<file path="src/rtl/ham_serial_secdec.sv">
// Bit-serial Hamming SEC decoder with a double-buffered serial replay of the corrected frame.
// Optional HAM_SECDED_EN adds an overall parity bit (frame N+1 bits) and double-error detection.
module ham_serial_secdec #(
  parameter int R         = 3,
  parameter bit DATA_ONLY = 1'b0
) (
  input  logic clk,
  input  logic reset,
  input  logic datain,
  input  logic dvin,
  output logic dvout,
  output logic code,
  output logic corr,
  output logic dbl
);
  localparam int N = (1 << R) - 1;
`ifdef HAM_SECDED_EN
  localparam int FL = N + 1;
`else
  localparam int FL = N;
`endif
  localparam int FIRST = DATA_ONLY ? 3 : 1;
  localparam logic [R-1:0] LAST = R'(FL - 1);
  localparam logic [R:0]   ENDP = (R+1)'(N + 1);

  typedef enum logic [1:0] {IDLE, LOAD, SEND} state_t;

  logic [R-1:0] cnt;
  logic [R:0]   pos_in;
  logic [R-1:0] syn, syn_nxt, syn_p0;
  logic [N:1]   rx, obuf, obuf_n;
  logic         vld_p0;
  logic         fix, corr_n, dbl_n, corr_pend, dbl_pend;
  logic [R:0]   opos;
  state_t       state;
`ifdef HAM_SECDED_EN
  logic         par, par_p0;
`endif

  // Next output position; data-only mode skips the parity positions 2^i.
  function automatic logic [R:0] nxt(input logic [R:0] p);
    logic [R:0] q;
    q = p + (R+1)'(1);
    if (DATA_ONLY && q != ENDP && (q & (q - (R+1)'(1))) == '0)
      q = q + (R+1)'(1);
    return q;
  endfunction

  assign pos_in = {1'b0, cnt} + (R+1)'(1);

  always_comb begin
    syn_nxt = syn;
    if (datain && !pos_in[R])
      syn_nxt = syn ^ pos_in[R-1:0];
  end

  // Input stage: accumulate frame bits and syndrome; p0 holds the completed frame's result
  always_ff @(posedge clk) begin
    if (!reset) begin
      cnt    <= '0;
      syn    <= '0;
      rx     <= '0;
      vld_p0 <= 1'b0;
      syn_p0 <= '0;
`ifdef HAM_SECDED_EN
      par    <= 1'b0;
      par_p0 <= 1'b0;
`endif
    end else begin
      vld_p0 <= 1'b0;
      if (!dvin) begin
        if (!pos_in[R])
          rx[pos_in[R-1:0]] <= datain;
        if (cnt == LAST) begin
          cnt    <= '0;
          syn    <= '0;
          vld_p0 <= 1'b1;
          syn_p0 <= syn_nxt;
`ifdef HAM_SECDED_EN
          par    <= 1'b0;
          par_p0 <= par ^ datain;
`endif
        end else begin
          cnt <= cnt + R'(1);
          syn <= syn_nxt;
`ifdef HAM_SECDED_EN
          par <= par ^ datain;
`endif
        end
      end
    end
  end

  always_comb begin
    fix    = 1'b0;
    corr_n = 1'b0;
    dbl_n  = 1'b0;
`ifdef HAM_SECDED_EN
    // Odd overall parity means a single error (possibly in the parity bit itself).
    if (par_p0) begin
      corr_n = 1'b1;
      fix    = (syn_p0 != '0);
    end else begin
      dbl_n  = (syn_p0 != '0);
    end
`else
    fix    = (syn_p0 != '0);
    corr_n = fix;
`endif
    obuf_n = '0;
    for (int p = 1; p <= N; p++)
      obuf_n[p] = rx[p] ^ (fix && (syn_p0 == R'(p)));
  end

  // Output stage: buffer load, then serial burst; a new load may coincide with the last bit
  always_ff @(posedge clk) begin
    if (!reset) begin
      state     <= IDLE;
      opos      <= (R+1)'(FIRST);
      obuf      <= '0;
      corr_pend <= 1'b0;
      dbl_pend  <= 1'b0;
      dvout     <= 1'b1;
      code      <= 1'b0;
      corr      <= 1'b0;
      dbl       <= 1'b0;
    end else begin
      if (vld_p0) begin
        obuf      <= obuf_n;
        corr_pend <= corr_n;
        dbl_pend  <= dbl_n;
      end
      case (state)
        IDLE: if (vld_p0) state <= LOAD;
        LOAD: begin
          dvout <= 1'b0;
          code  <= obuf[FIRST];
          corr  <= corr_pend;
          dbl   <= dbl_pend;
          opos  <= nxt((R+1)'(FIRST));
          state <= SEND;
        end
        SEND: begin
          if (opos == ENDP) begin
            dvout <= 1'b1;
            code  <= 1'b0;
            corr  <= 1'b0;
            dbl   <= 1'b0;
            state <= vld_p0 ? LOAD : IDLE;
          end else begin
            code <= obuf[opos[R-1:0]];
            opos <= nxt(opos);
            if (vld_p0) state <= LOAD;
          end
        end
        default: state <= IDLE;
      endcase
    end
  end
endmodule

</file>
<file path="config.mk">
export PLATFORM = sky130hd
export DESIGN_NAME = ham_serial_secdec
export DESIGN_NICKNAME = d
export VERILOG_FILES = /design/src/rtl/ham_serial_secdec.sv
export SDC_FILE = /design/constraint.sdc
export NUM_CORES = 1
export LEC_CHECK = 0
export CORE_UTILIZATION = 55
export CTS_BUF_LIST = sky130_fd_sc_hd__clkbuf_4 sky130_fd_sc_hd__clkbuf_8
export DETAILED_ROUTE_END_ITERATION = 10
export DONT_BUFFER_PORTS = 1
export GPL_TIMING_DRIVEN = 0
export PLACE_DENSITY = 0.85
export SLEW_MARGIN = 25
export SYNTH_ARGS = -nofsm -noshare
export SYNTH_HDL_FRONTEND = slang
export SYNTH_SLANG_ARGS = --single-unit
</file>
<file path="constraint.sdc">
create_clock -name clk -period 1.65 [get_ports clk]
set_clock_uncertainty 0.05 [all_clocks]
set_input_delay 0.165 -clock clk [delete_from_list [all_inputs] [get_ports clk]]
set_output_delay 0.165 -clock clk [all_outputs]
set_load 0.005 [all_outputs]
</file>
==> run_results.csv <==
group,metric,value,unit
synth,yosysTopAreaCellShare,0.362,
routing,wl_per_cell,14.3,microns
sta,drv_slew,0,
final_layout,nets,237,
worst_setup_path,cp_data_required_time,1.85,ns
synth,synth_adder_area_share,0.0532,
synth,synth-compound-area-share,0.193,
worst_setup_path,crit_arrival,1.74,ns
clock_network,clock_path_buffers,2,
sta,clock.fmax,648,MHz
synth,synth_mux_area_frac,0.0492,
synth,ys_async_sr_fraction,0,
placed_design,dpl.cell_count,259,
pwr,power_leakage,0.811,nW
worst_setup_path,crit_start,"cnt[0]",
worst_setup_path,cp_slowest_stage_delay,0.39,ns
grt,grt.overflow.total,0,
floorplanning,fp.dieW,60.5,microns
worst_setup_path,critPathLaunchType,"flip-flop",
synth,yosysWarnings,0,
clock_network,htreeDepth,2,
synth,synth_edf_count,0,
routing,route.detailed.drc,0,
final_layout,syn2layout_area_growth,9.85,%
synth,synth_top_area_cell,"dfxtp_1",
grt,grt_max_degree,11,
routing,viasPerCell,5.80,
synth,yosysUniqueCellTypes,43,
floorplanning,rows,20,
grt,grt_pass1_wl,6640,microns
sta,setup_viol,0,
final_layout,antennaDiodeCount,0,
synth,synth_area_leaders,"dfxtp_1, ha_1, nand2_1",
floorplanning,initial_utilization,0.596,
worst_setup_path,path_class,"reg -> reg",
sta,fin_crit_sh,0.935,
worst_setup_path,path_buf_inv,1,
outcome,status,"complete, no violations",
worst_setup_path,crit_chain,"inv_1 > ha_2 > a2111oi_4 > mux2i_1 > nor2b_1",
final_layout,drive_above_1_share,0.124,
worst_setup_path,r2r_setup_slack,0.11,ns
worst_setup_path,endpoint_kind,"flip-flop",
floorplanning,die_area,0.00366,sq mm
placed_design,place_congestion,0.830,
routing,via_count,1567,
clock_network,tritoncts,"built",
worst_setup_path,r2r_start,"cnt[0]",
synth,synthXorXnorAreaFrac,0.0559,
routing,drt_wl_total,3860,microns
worst_setup_path,slowest_stage,"dfxtp_4",
sta,hold_viol,0,
placed_design,dp_hpwl,2700,microns
sta,grt_setup_unrepaired,"no",
floorplanning,fp.coreArea,0.00315,sq mm
routing,drt_iter0_markers,105,
clock_network,clockRootBuffer,"clkbuf_4",
job,cap_viol_max_count,0,
synth,synth-simple-area-share,0.227,
synth,synth_seq_cells,34,
floorplanning,io-pin-count,8,
routing,firstDrtPassIters,5,
final_layout,fin_cells,270,
sta,maxSlewHeadroom,0.643,
sta,final.min_clock_period,1.54,ns
clock_network,cts_sinks,34,
pwr,power.density,717,mW/mm^2
grt,first_global_vias,1492,
synth,netlist_area,0.00188,sq mm
synth,yosysSeqAreaShare,0.362,
clock_network,clock_latency,0.36,ns
grt,antenna_found_initial,0,
routing,ant_nets,0,
sta,max_slew.worst_pin.slew,0.535,ns
synth,postSynthCellCount,215,
sta,fin_setup_tns,0,ns
synth,ys.flop_type,"dfxtp_1",
pwr,power,1.48,mW
worst_setup_path,critical-path-top-delay-family,"flip-flops",
grt,grt.total_usage,0.247,
synth,syn_area_per_cell,8.75,sq um
clock_network,cts_made_buffers,5,
worst_hold_path,min_from,"dvin",
clock_network,clk_pin_slew,0.09,ns
worst_setup_path,cp_max_fo,8,
worst_hold_path,hold_path_class,"in -> reg",
floorplanning,die_h,60.5,microns
pwr,ir_drop,0.424,mV
sta,hold-worst-slack,0.0458,ns
synth,synth_nets,227,
synth,synth_top_family_by_area,"simple AND/OR/NAND/NOR gates",
placed_design,io_buffers,0,
## kinds of logic after synthesis
| logic type | after synthesis |
|---|---|
| adders and majority gates | 8 |
| buffers and inverters | 25 |
| and+or+nand+nor | 78 |
| DFF | 34 |
| other | 1 |
| AOI/OAI and AO/OA | 49 |
| muxes | 8 |
| xor gates and xnor gates | 12 |
## layout make-up
class | count | area [sq um]
multi-input combinational | 156 | 1110
fill | 275 | 1090
sequential | 34 | 689
buffer | 15 | 70.1
clock buffer | 7 | 58.8
tap | 44 | 55.1
timing repair buffer | 5 | 42.5
inverter | 8 | 30.0
clock inverter | 1 | 5.00
## Yosys cell counts, types with 4 or more instances
| master | n |
|---|---|
| nor3b_1 | 5 |
| clkbuf_1 | 10 |
| and2_1 | 4 |
| xor2_1 | 4 |
| nand2_1 | 20 |
| inv_1 | 8 |
| nand2b_1 | 6 |
| dfxtp_1 | 34 |
| o211a_1 | 7 |
| mux2i_1 | 7 |
| o21ai_0 | 10 |
| nand3_1 | 8 |
| nor2b_1 | 12 |
| xnor2_1 | 8 |
| o21a_1 | 5 |
| nor2_1 | 7 |
| nand3b_1 | 7 |
| a21oi_1 | 8 |
| ha_1 | 8 |
## worst reg2reg max path, delay by kind of cell (launching register included)
family,cells,cell delay (ns)
mux,1,0.22
fa+ha+maj,1,0.36
compound gates,1,0.33
simple gates,1,0.06
flops,1,0.39
buf+inv,1,0.05
## through the flow
step           area, sq um  setup slack [ns]  utilization
3_3_place_gp          1940            -0.100        0.616
3_5_place_dp          1940            -0.121        0.616
2_1_floorplan         1890           0.00863            -
6_report              2070             0.107        0.655
4_1_cts               2040            0.0360        0.646
5_1_grt               2070            0.0288        0.655
## worst paths after layout
kind / cells after the start / to
max reg2reg: 5 / rx[2]
min reg2reg: 2 / rx[6]
min: 3 / cnt[1]
max: 5 / rx[2]
## sequential cells by signal, indices dropped and copies added (netlist names)
name,cells
cnt,3
code,1
rx,7
corr,1
state,2
syn_p0,3
vld_p0,1
obuf,7
corr_pend,1
syn,3
opos,4
dvout,1
## cell usage in the layout (no fill, tap or decap), types with 3 or more instances in the layout
| cell | n |
|---|---|
| xor2_1 | 4 |
| xnor2_1 | 8 |
| ha_1 | 6 |
| nand3b_1 | 7 |
| o21a_1 | 5 |
| clkbuf_1 | 8 |
| buf_2 | 3 |
| nor3b_1 | 5 |
| a21boi_0 | 3 |
| nor2_1 | 6 |
| and2_1 | 4 |
| nor3_1 | 3 |
| o211ai_1 | 3 |
| nand3_1 | 8 |
| mux2i_1 | 7 |
| o21ai_0 | 10 |
| nand2b_1 | 6 |
| inv_1 | 8 |
| nand2_1 | 20 |
| a21oi_1 | 8 |
| clkbuf_4 | 6 |
| nor2b_1 | 12 |
| buf_4 | 5 |
| dfxtp_1 | 31 |
| o211a_1 | 7 |
## power breakdown
group,internal [mW],switching [mW]
registers,0.831,0.0113
logic,0.0558,0.0730
clock network,0.223,0.287
## timing repair
action / CTS / global route
setup buffers: 3 / 0
endpoints found under the setup margin: 10 / 10
pin swaps: 2 / 0
hold buffers: 1 / 1
cloned: 0 / 0
resized for setup: 4 / 7
endpoints found under the hold margin: 1 / 3
## layer usage
layer	vias to the layer above	routed length [microns]	GRT usage
met5	-	0	0
met4	0	63	0.0942
met3	9	165	0.0768
met2	32	1850	0.403
met1	764	1780	0.307
li1	762	-	-
(Power assumes the default switching activity.)
